$ cat src/rtl/determ_pkg.sv
// Shared types and fixed-point helpers for the deterministic bitstream blocks.
// All blocks use the same signed fixed-point format, with ONE = 2^FRAC.
package determ_pkg;

  typedef enum logic {
    IDLE = 1'b0,
    RUN  = 1'b1
  } state_t;

  // +1.0 in a format with int_width integer bits plus a sign bit
  function automatic int one_fx(input int bit_width, input int int_width);
    return 1 << (bit_width - int_width - 1);
  endfunction

  // Clamp a fixed-point value to the unit interval [-one, one]
  function automatic int sat_unit(input int x, input int one);
    if (x > one)  return one;
    if (x < -one) return -one;
    return x;
  endfunction

endpackage

$ cat src/rtl/determ_encode.sv
// Fixed-point to deterministic bipolar bitstream encoder (first-order sigma-delta).
// One value in, STREAM_LEN bits out; the running mean of the bits tracks the value.
module determ_encode
  import determ_pkg::*;
#(
  parameter int BIT_WIDTH  = 16,
  parameter int INT_WIDTH  = 1,
  parameter int STREAM_LEN = 256,
  parameter int CNT_WIDTH  = 9
) (
  input  logic                 CLK,
  input  logic                 nRST,
  input  logic [BIT_WIDTH-1:0] x_in,
  input  logic                 x_valid,
  output logic                 x_ready,
  output logic                 bit_out,
  output logic                 bit_valid,
  input  logic                 bit_ready,
  output logic                 bit_last
);

  localparam int AW    = BIT_WIDTH + 2;
  localparam int ONE_I = one_fx(BIT_WIDTH, INT_WIDTH);
  localparam logic signed [AW-1:0]  ONE_A    = AW'(ONE_I);
  localparam logic [CNT_WIDTH-1:0]  LAST_CNT = CNT_WIDTH'(STREAM_LEN - 1);

  state_t                      state, state_nx;
  logic signed [BIT_WIDTH-1:0] x_reg, x_nx, x_sat;
  logic signed [AW-1:0]        acc, acc_nx, x_ext, sum;
  logic [CNT_WIDTH-1:0]        cnt, cnt_nx;
  logic                        bit_hs;

  assign x_sat = BIT_WIDTH'(sat_unit(int'($signed(x_in)), ONE_I));

  // Two guard bits: |acc| <= ONE and |x_reg| <= ONE, so |sum| <= 2*ONE never overflows.
  assign x_ext = {{2{x_reg[BIT_WIDTH-1]}}, x_reg};
  assign sum   = acc + x_ext;

  assign x_ready   = (state == IDLE);
  assign bit_valid = (state == RUN);
  assign bit_out   = (state == RUN) && !sum[AW-1];
  assign bit_last  = (state == RUN) && (cnt == LAST_CNT);
  assign bit_hs    = bit_valid && bit_ready;

  // NOTE: every always_comb target gets a default first so no path leaves it unassigned (no latch).
  always_comb begin
    state_nx = state;
    x_nx     = x_reg;
    acc_nx   = acc;
    cnt_nx   = cnt;
    unique case (state)
      IDLE: begin
        if (x_valid) begin
          x_nx     = x_sat;
          acc_nx   = '0;
          cnt_nx   = '0;
          state_nx = RUN;
        end
      end
      RUN: begin
        if (bit_hs) begin
          acc_nx = bit_out ? (sum - ONE_A) : (sum + ONE_A);
          cnt_nx = cnt + CNT_WIDTH'(1);
          if (bit_last) state_nx = IDLE;
        end
      end
      default: state_nx = IDLE;
    endcase
  end

  // NOTE: registers use non-blocking assignments so all state updates see pre-edge values.
  always_ff @(posedge CLK or negedge nRST) begin
    if (!nRST) begin
      state <= IDLE;
      x_reg <= '0;
      acc   <= '0;
      cnt   <= '0;
    end else begin
      state <= state_nx;
      x_reg <= x_nx;
      acc   <= acc_nx;
      cnt   <= cnt_nx;
    end
  end

endmodule

$ cat config.mk
export PLATFORM = sky130hd
export DESIGN_NAME = determ_encode
export DESIGN_NICKNAME = d
export VERILOG_FILES = /design/src/rtl/determ_pkg.sv /design/src/rtl/determ_encode.sv
export SDC_FILE = /design/constraint.sdc
export NUM_CORES = 1
export LEC_CHECK = 0
export BUFFER_PORTS_ARGS = -buffer_cell sky130_fd_sc_hd__buf_4
export CORE_ASPECT_RATIO = 1.4
export CORE_MARGIN = 3
export CORE_UTILIZATION = 56
export CTS_BUF_LIST = sky130_fd_sc_hd__clkbuf_4 sky130_fd_sc_hd__clkbuf_8
export CTS_CLUSTER_SIZE = 16
export DETAILED_ROUTE_END_ITERATION = 10
export PLACE_DENSITY = 0.76
export SKIP_CTS_REPAIR_TIMING = 1
export SLEW_MARGIN = 15
export SYNTH_ARGS = -nofsm -noshare
export SYNTH_HDL_FRONTEND = slang
export SYNTH_SLANG_ARGS = --single-unit
$ cat constraint.sdc
create_clock -name CLK -period 2.7 [get_ports CLK]
set_input_delay 0.27 -clock CLK [delete_from_list [all_inputs] [get_ports CLK]]
set_output_delay 0.27 -clock CLK [all_outputs]
set_load 0.01 [all_outputs]
==> run_results.csv, run 1 <==
group,metric,value,unit
run_status,status,"finished with violations",
run_status,failed_checks,"negative setup slack",
route,wl,6650,um
clocking,cts_tree,"done",
placed_design,dp_hpwl,4640,um
critical_path,crit_fanout,3,
route,avgRoutedWirePerCell,16.4,um
sta,timing.hold.ws,0.140,ns
sta,rsz0062_at_grt,"true",
finish,largest_register_ffs,18,
clocking,cts_buffers,5,
route,avgViaCountPerCell,5.87,
logic_synthesis,synth.area.top_cells,"dfrtp_1 (41%), ha_1 (9.8%), nand2_1 (5.6%), a22o_1 (5.2%), o21ai_0 (4.3%)",
clocking,htreeDepth,2,
clocking,clock-root-buffer,"clkbuf_8",
clocking,clock-sinks,44,
sta,period_share,104,%
clocking,path_clk_slew,0.08,ns
floorplan,die_area,0.00568,mm^2
global_route,grt_antenna_before_repair,0,
placed_design,gp_congestion,0.897,
floorplan,initial_core_util,58.8,%
global_route,first_global_vias,2325,
finish,nets,386,
critical_path,slowest_stage,"dfrtp_1",
power_and_ir_drop,leakage,0.00162,uW
critical_path,cp.arrival,3.00,ns
global_route,grt_usage,23.9,%
critical_path,slowest_delay,0.44,ns
floorplan,die_x,64.6,um
route,vias,2384,
critical_path,crit_chain,"ha_4, a211oi_4, o211ai_2, a21oi_2, nor2_2, mux2_4, a2111o_1, ha_2, nand2_1, a21oi_2, a41oi_2",
placed_design,portBuffers,23,
route,drtIter0Drc,100,
critical_path,required,2.88,ns
sta,setup_viol,3,
global_route,grt_pass1_wl,10500,um
clocking,insertion_delay,0.30,ns
finish,syn_to_final_growth,29.5,%
clocking,cts_buffer_depth,2,
critical_path,crit_path_end_kind,"flop",
floorplan,die_height,88.0,um
logic_synthesis,ys_seq_area_share,40.9,%
sta,final_max_slew_viol_count,0,
power_and_ir_drop,ir_drop,0.757,mV
sta,worst_pin_slew,0.948,ns
logic_synthesis,ys_types,41,
logic_synthesis,netlist.area_leader.share,40.9,%
sta,skew,0.00635,ns
logic_synthesis,ys_warn_count,0,
sta,layout_min_cycle_time,2.82,ns
route,drc,0,
route,ant_nets,0,
finish,drive_gt1_share,30.8,%
critical_path,path_class,"reg2reg",
floorplan,num_rows,29,
logic_synthesis,syn_avg_cell_area,9.64,um^2
logic_synthesis,netlist_instances,279,
sta,slew-limit-headroom,36.6,%
placed_design,dp_slack,-0.213,ns
critical_path,cpMostUsedCell,"a21oi_2",
logic_synthesis,ys_seq_elements,44,
power_and_ir_drop,power.density,1010,mW/mm^2
global_route,overflow,0,
floorplan,io_pins,24,
sta,setup_slack,-0.119,ns
critical_path,crit_path_start_kind,"flop",
logic_synthesis,synth_most_common_cell,"dfrtp_1",
logic_synthesis,synth_top_area_cell,"dfrtp_1",
finish,antenna_cells,0,
global_route,grt_start_max_net_pins,45,
logic_synthesis,synth_ff_type,"dfrtp_1",
logic_synthesis,async_reset_ff_share,100,%
logic_synthesis,syn_area,0.00269,mm^2
logic_synthesis,synth_edf_count,0,
sta,fmax,355,MHz
floorplan,core_area,0.00457,mm^2
sta,hold_viol,0,
logic_synthesis,syn-num-nets,322,
logic_synthesis,ys_top_cells_by_count,"dfrtp_1 (44), nand2_1 (40), o21ai_0 (23)",
worst_hold_path,hp-class,"in2reg",
route,dr.pass1.iters,4,
run,maxCapViolCount,0,
-- layer usage --
| metal | routed length [um] | share of wire (%) | global-route usage, % |
|---|---|---|---|
| met2 | 3550 | 53 | 42.3 |
| met4 | 165 | 2.5 | 10.0 |
| met5 | 0 | 0 | 0 |
| met3 | 222 | 3.3 | 4.36 |
| met1 | 2720 | 41 | 28.3 |
-- power breakdown --
group	internal, uW	switching (uW)	total (uW)
clock network	204	224	429
registers	852	145	996
logic	1060	1020	2080
total	2120	1390	3510
-- layout make-up --
cell class	instances	area (um^2)
clock buffers	6	82.6
clock inverters	2	10.0
fillers	352	1090
inverters	7	26.3
multi-input cells	217	1670
flip-flops and latches	44	1100
well taps	62	77.6
repair buffers	68	513
-- cells in the final DEF, fill, tap and decap left out, types with 3 or more instances in the layout --
cell type	instances
o21ai_0	21
clkbuf_8	6
a21oi_2	5
buf_4	67
inv_1	6
nor4_1	4
and3_1	6
xnor2_1	8
nand2_1	40
nand3_1	7
xor2_1	10
nand4_1	5
o211ai_1	4
nor2b_1	3
a21oi_1	13
a21oi_4	3
a22o_1	16
ha_4	3
ha_2	4
dfrtp_1	44
ha_1	14
nor2_1	12
-- cell families (layout without fill, tap and decap cells) --
logic type | after synthesis | after routing | share of synthesized area [%]
AO/OA/AOI/OAI | 84 | 84 | 22.3
XOR/XNOR | 19 | 19 | 6.19
adder cells (fa/ha/maj) | 23 | 23 | 11.3
buffers and inverters | 18 | 83 | 2.89
flip-flops | 44 | 44 | 40.9
multiplexers | 1 | 1 | 0.558
AND/OR/NAND/NOR | 90 | 90 | 15.9
-- worst max-delay path, delay by kind of cell (launching register included) --
family	cells	cell delay [ns]
AO/OA/AOI/OAI	6	1.20
adder cells (fa/ha/maj)	2	0.60
AND/OR/NAND/NOR	2	0.13
multiplexers	1	0.31
flip-flops	1	0.44
-- final timing paths --
kind,startpoint,to,slack [ns],cells after the start
max,x_reg[1]$_DFFE_PN0P_,acc[17]$_DFFE_PN0P_,-0.12,11
min,bit_ready,bit_valid$_DFF_PN0_,0.14,2
max reg2reg,x_reg[1]$_DFFE_PN0P_,acc[17]$_DFFE_PN0P_,-0.12,11
min reg2reg,cnt[8]$_DFFE_PN0P_,cnt[8]$_DFFE_PN0P_,0.49,2
max in group asynchronous,nRST,cnt[8]$_DFFE_PN0P_,1.83,2
min in group asynchronous,nRST,acc[17]$_DFFE_PN0P_,0.49,2
-- stage by stage --
| stage | instances | total power, uW | TNS [ns] | instance area, um^2 | utilization, % |
|---|---|---|---|---|---|
| after detailed placement | 389 | 2750 | -0.506 | 3160 | 69.1 |
| after floorplan | 279 | 2130 | 0 | 2690 | - |
| after global placement | 389 | 2690 | -0.280 | 3160 | 69.1 |
| after CTS | 397 | 3200 | -0.733 | 3250 | 71.1 |
| after global routing | 406 | 3780 | -0.706 | 3480 | 76.2 |
| final | 406 | 3510 | -0.193 | 3480 | 76.2 |
(Power assumes the default switching activity.)
==> run 2, diff against run 1 <==
--- a/config.mk
+++ b/config.mk
@@ -6,13 +6,13 @@
 export NUM_CORES = 1
 export LEC_CHECK = 0
 export BUFFER_PORTS_ARGS = -buffer_cell sky130_fd_sc_hd__buf_4
-export CORE_ASPECT_RATIO = 1.4
 export CORE_MARGIN = 3
-export CORE_UTILIZATION = 56
+export CORE_UTILIZATION = 66
 export CTS_BUF_LIST = sky130_fd_sc_hd__clkbuf_4 sky130_fd_sc_hd__clkbuf_8
 export CTS_CLUSTER_SIZE = 16
 export DETAILED_ROUTE_END_ITERATION = 10
-export PLACE_DENSITY = 0.76
+export HOLD_SLACK_MARGIN = 0.02
+export PLACE_DENSITY = 0.84
 export SKIP_CTS_REPAIR_TIMING = 1
 export SLEW_MARGIN = 15
 export SYNTH_ARGS = -nofsm -noshare
==> constraint.sdc (replaced) <==
create_clock -name CLK -period 3.3 [get_ports CLK]
set_input_delay 0.33 -clock CLK [delete_from_list [all_inputs] [get_ports CLK]]
set_output_delay 0.33 -clock CLK [all_outputs]
set_load 0.01 [all_outputs]
==> run_results.csv, run 2 (synthesis results as in run 1) <==
group,metric,value,unit
sta,timing.hold.ws,0.00330,ns
critical_path,crit_path_start_kind,"flop",
sta,layout_min_cycle_time,3.01,ns
floorplan,die_height,69.8,um
finish,drive_gt1_share,15.1,%
critical_path,crit_path_end_kind,"flop",
route,wl,6020,um
sta,rsz0062_at_grt,"false",
power_and_ir_drop,power.density,800,mW/mm^2
sta,final_max_slew_viol_count,0,
critical_path,path_class,"reg2reg",
clocking,clock-root-buffer,"clkbuf_8",
finish,stdcell_area,0.00300,mm^2
global_route,grt_start_max_net_pins,45,
finish,syn_to_final_growth,11.6,%
finish,largest_register_ffs,18,
route,dr.pass1.iters,4,
sta,setup_viol,0,
finish,layout_commonest_cell,"dfrtp_1",
critical_path,crit_fanout,4,
finish,fin_util,79.0,%
global_route,grt_pass1_wl,10100,um
critical_path,r2r_cells,13,
worst_hold_path,hp-class,"in2async",
floorplan,core_area,0.00380,mm^2
route,ant_nets,0,
power_and_ir_drop,leakage,0.00140,uW
sta,period_share,91.1,%
route,avgRoutedWirePerCell,17.1,um
sta,fmax,333,MHz
clocking,clock-sinks,44,
clocking,insertion_delay,0.30,ns
sta,worst_pin_slew,0.714,ns
placed_design,dp_cells,341,
finish,stdcell_count,352,
placed_design,dp_hpwl,4320,um
critical_path,r2r-start,"x_reg[0]$_DFFE_PN0P_",
clocking,cts_buffer_depth,2,
global_route,grt_usage,26.0,%
floorplan,num_rows,22,
finish,n_fill_cell,261,
sta,slew-limit-headroom,52.3,%
route,drtIter0Drc,223,
clocking,path_clk_slew,0.08,ns
critical_path,cp.arrival,3.22,ns
finish,nets,346,
sta,skew,0.00736,ns
global_route,grt_antenna_before_repair,0,
clocking,cts_buffers,5,
clocking,cts_tree,"done",
placed_design,portBuffers,23,
clocking,htreeDepth,2,
run_status,status,"finished, final reports clean",
run,maxCapViolCount,0,
floorplan,die_x,69.8,um
floorplan,io_pins,24,
route,avgViaCountPerCell,6.21,
placed_design,post_dp_cell_area,0.00289,mm^2
global_route,overflow,0,
route,vias,2187,
sta,fin_tns_setup,0,ns
floorplan,die_area,0.00488,mm^2
global_route,first_global_vias,2126,
placed_design,gp_congestion,0.855,
sta,hold_viol,0,
floorplan,initial_core_util,70.8,%
finish,antenna_cells,0,
route,drc,0,
power_and_ir_drop,ir_drop,0.492,mV
critical_path,required,3.51,ns
critical_path,cp-startpoint,"x_reg[0]$_DFFE_PN0P_",
finish,most-common-layout-cells,"dfrtp_1 (44), nand2_1 (40), buf_4 (28)",
-- run 2: cell count changes in the layout (fill, tap and decap cells not counted), moves of 2 or more --
cell      change
a21oi_1       +5
ha_2          -4
o21ai_1       -2
ha_4          -3
o21ai_0       +2
buf_4        -39
a211oi_4      -2
a21oi_4       -3
ha_1          +7
a21oi_2       -2
-- run 2: worst paths after layout --
check                                       to  slack (ns)
max                        acc[16]$_DFFE_PN0P_        0.29
max reg2reg                acc[16]$_DFFE_PN0P_        0.29
min                         acc[8]$_DFFE_PN0P_       0.003
min reg2reg                acc[15]$_DFFE_PN0P_        0.50
min in group CLK           bit_valid$_DFF_PN0_        0.21
max in group asynchronous   cnt[6]$_DFFE_PN0P_        2.92
-- run 2: critical path, stage by stage, from the launching register on --
cell	delay (ns)
dfrtp_1	0.36
ha_1	0.21
inv_1	0.07
fa_1	0.39
nand2b_1	0.20
a21oi_1	0.19
a211oi_2	0.10
o211ai_2	0.25
buf_4	0.16
a211o_1	0.15
nand3_1	0.12
fa_1	0.40
xor2_1	0.17
o21ai_0	0.16
-- run 2: metrics by stage --
stage                     setup WS (ns)  power (uW)
final                             0.294        2400
after global routing             0.0745        2600
after CTS                         0.257        2380
after detailed placement          0.291        2020
after global placement            0.417        1950
after floorplan                   0.594        1750
-- run 2: area by class of cell --
cell class                 count  area [um^2]  share of cell area [%]
inverter                       7         26.3                   0.876
clock buffer                   6         82.6                    2.75
tap                           48         60.1                    2.00
multi-input combinational    217         1510                    50.3
clock inverter                 2         10.0                   0.334
sequential                    44         1100                    36.7
timing repair buffer          28          210                    7.01
-- run 2: power by group --
group / leakage (uW) / internal [uW] / switching, uW
clock: 0.0000510 / 167 / 184
combinational: 0.000791 / 549 / 691
sequential: 0.000557 / 697 / 113
total: 0.00140 / 1410 / 988
-- run 2: layer usage --
layer  GRT usage (%)  vias up  routed length [um]
li1                -     1071                   -
met5               0        -                   0
met2            42.6       69                2920
met3            5.07        9                 370
met1            34.7     1038                2650
met4            8.30        0                  83
==> run 3, diff against run 2 <==
--- a/config.mk
+++ b/config.mk
@@ -7,12 +7,12 @@
 export LEC_CHECK = 0
 export BUFFER_PORTS_ARGS = -buffer_cell sky130_fd_sc_hd__buf_4
 export CORE_MARGIN = 3
-export CORE_UTILIZATION = 66
+export CORE_UTILIZATION = 51
 export CTS_BUF_LIST = sky130_fd_sc_hd__clkbuf_4 sky130_fd_sc_hd__clkbuf_8
 export CTS_CLUSTER_SIZE = 16
 export DETAILED_ROUTE_END_ITERATION = 10
 export HOLD_SLACK_MARGIN = 0.02
-export PLACE_DENSITY = 0.84
+export PLACE_DENSITY = 0.67
 export SKIP_CTS_REPAIR_TIMING = 1
 export SLEW_MARGIN = 15
 export SYNTH_ARGS = -nofsm -noshare
==> constraint.sdc (replaced) <==
create_clock -name CLK -period 3.32 [get_ports CLK]
set_input_delay 0.332 -clock CLK [delete_from_list [all_inputs] [get_ports CLK]]
set_output_delay 0.332 -clock CLK [all_outputs]
set_load 0.01 [all_outputs]
==> run_results.csv, run 3 (synthesis results as in run 1) <==
group,metric,value,unit
critical_path,path_class,"reg2reg",
finish,most-common-layout-cells,"dfrtp_1 (44), nand2_1 (40), buf_4 (25)",
floorplan,die_height,78.6,um
route,wl,5640,um
worst_hold_path,hp-class,"in2async",
global_route,gr-usage-met2,32.5,%
critical_path,required,3.55,ns
clocking,clock-root-buffer,"clkbuf_8",
route,vias,2086,
route,drtIter0Drc,126,
finish,nets,343,
global_route,grt_pass1_wl,9880,um
critical_path,crit_path_end_kind,"flop",
power_and_ir_drop,power.density,797,mW/mm^2
run,maxCapViolCount,0,
placed_design,gp_congestion,0.839,
sta,setup_viol,0,
sta,timing.hold.ws,-0.000169,ns
critical_path,cp.arrival,3.30,ns
global_route,met3_usage,5.16,%
finish,antenna_cells,0,
power_and_ir_drop,leakage,0.00139,uW
sta,fmax,326,MHz
power_and_ir_drop,p_total,2410,uW
global_route,gr-usage-met1,27.7,%
global_route,grt-busiest-layer,"met2",
clocking,htreeDepth,2,
power_and_ir_drop,ir_drop,0.374,mV
sta,worst_pin_slew,0.708,ns
critical_path,crit_buf_inv,1,
placed_design,dp_slack,0.272,ns
global_route,grt_antenna_before_repair,0,
clocking,insertion_delay,0.31,ns
floorplan,num_rows,25,
global_route,grt_start_max_net_pins,45,
route,avgRoutedWirePerCell,15.3,um
sta,slew-limit-headroom,52.7,%
run_status,status,"finished with violations",
placed_design,portBuffers,23,
clocking,cts_buffer_depth,2,
finish,syn_to_final_growth,12.5,%
floorplan,initial_core_util,54.8,%
critical_path,crit_chain,"ha_1, inv_1, fa_1, nand2b_1, a21oi_1, a211oi_2, o211ai_2, a31oi_1, xnor2_1, ha_1, a211oi_1, a21oi_1, a41oi_2",
floorplan,io_pins,24,
finish,drive_gt1_share,14.3,%
sta,setup_slack,0.256,ns
floorplan,core_area,0.00491,mm^2
route,avgViaCountPerCell,5.67,
sta,period_share,92.3,%
sta,hold_viol,1,
global_route,overflow,0,
placed_design,dp_hpwl,4050,um
global_route,grt_usage,20.4,%
sta,skew,0.00709,ns
clocking,clock-sinks,44,
floorplan,die_x,78.6,um
route,drc,0,
sta,rsz0062_at_grt,"false",
sta,fin_tns_setup,0,ns
finish,largest_register_ffs,18,
critical_path,crit_fanout,6,
clocking,path_clk_slew,0.09,ns
finish,layout_commonest_cell,"dfrtp_1",
route,dr.pass1.iters,4,
critical_path,crit_path_start_kind,"flop",
run_status,failed_checks,"negative hold slack",
sta,layout_min_cycle_time,3.06,ns
clocking,cts_buffers,5,
global_route,first_global_vias,2072,
route,ant_nets,0,
floorplan,die_area,0.00618,mm^2
finish,fin_util,61.6,%
clocking,cts_tree,"done",
critical_path,slowest_delay,0.38,ns
sta,final_max_slew_viol_count,0,
critical_path,crit_family,"compound AO/OA/AOI/OAI gates",
critical_path,slowest_stage,"fa_1",
## run 3: power breakdown
part | leakage (uW) | switching (uW) | total, uW | internal (uW)
Combinational | 0.000775 | 649 | 1180 | 531
Clock | 0.0000548 | 204 | 431 | 227
Sequential | 0.000557 | 106 | 798 | 693
Total | 0.00139 | 959 | 2410 | 1450
## run 3: worst paths after layout
kind | to | from | slack, ns | cells after the start
worst max-delay path | acc[17]$_DFFE_PN0P_ | x_reg[0]$_DFFE_PN0P_ | 0.26 | 13
worst min-delay path | acc[11]$_DFFE_PN0P_ | nRST | -0.0002 | 1
worst max register to register | acc[17]$_DFFE_PN0P_ | x_reg[0]$_DFFE_PN0P_ | 0.26 | 13
worst min register to register | cnt[8]$_DFFE_PN0P_ | cnt[8]$_DFFE_PN0P_ | 0.49 | 2
max in group asynchronous | bit_valid$_DFF_PN0_ | nRST | 2.95 | 1
min in group CLK | bit_valid$_DFF_PN0_ | bit_ready | 0.20 | 2
## run 3: worst reg2reg max path: stages (launching register included)
cell,delay (ns)
dfrtp_1,0.37
ha_1,0.22
inv_1,0.07
fa_1,0.38
nand2b_1,0.20
a21oi_1,0.19
a211oi_2,0.11
o211ai_2,0.33
a31oi_1,0.15
xnor2_1,0.15
ha_1,0.32
a211oi_1,0.26
a21oi_1,0.09
a41oi_2,0.15
## run 3: layout make-up
cell class                      count  area (um^2)
Fill cell                         434         1890
Multi-Input combinational cell    217         1510
Sequential cell                    44         1100
Timing Repair Buffer               25          188
Tap cell                           67         83.8
Clock buffer                        5         68.8
Clock inverter                      3         46.3
Inverter                            7         26.3
## run 3: per-layer routing
metal  up-vias  share of wire (%)
met2        34                 46
met1       987                 50
met3         4                3.0
li1       1061                  -
met5         -                  0
met4         0               0.74
## run 3: per-stage QoR
step	area [um^2]	instances
2_1_floorplan	2690	279
3_3_place_gp	2910	360
3_5_place_dp	2910	360
4_1_cts	3020	368
5_1_grt	3020	368
6_report	3020	368
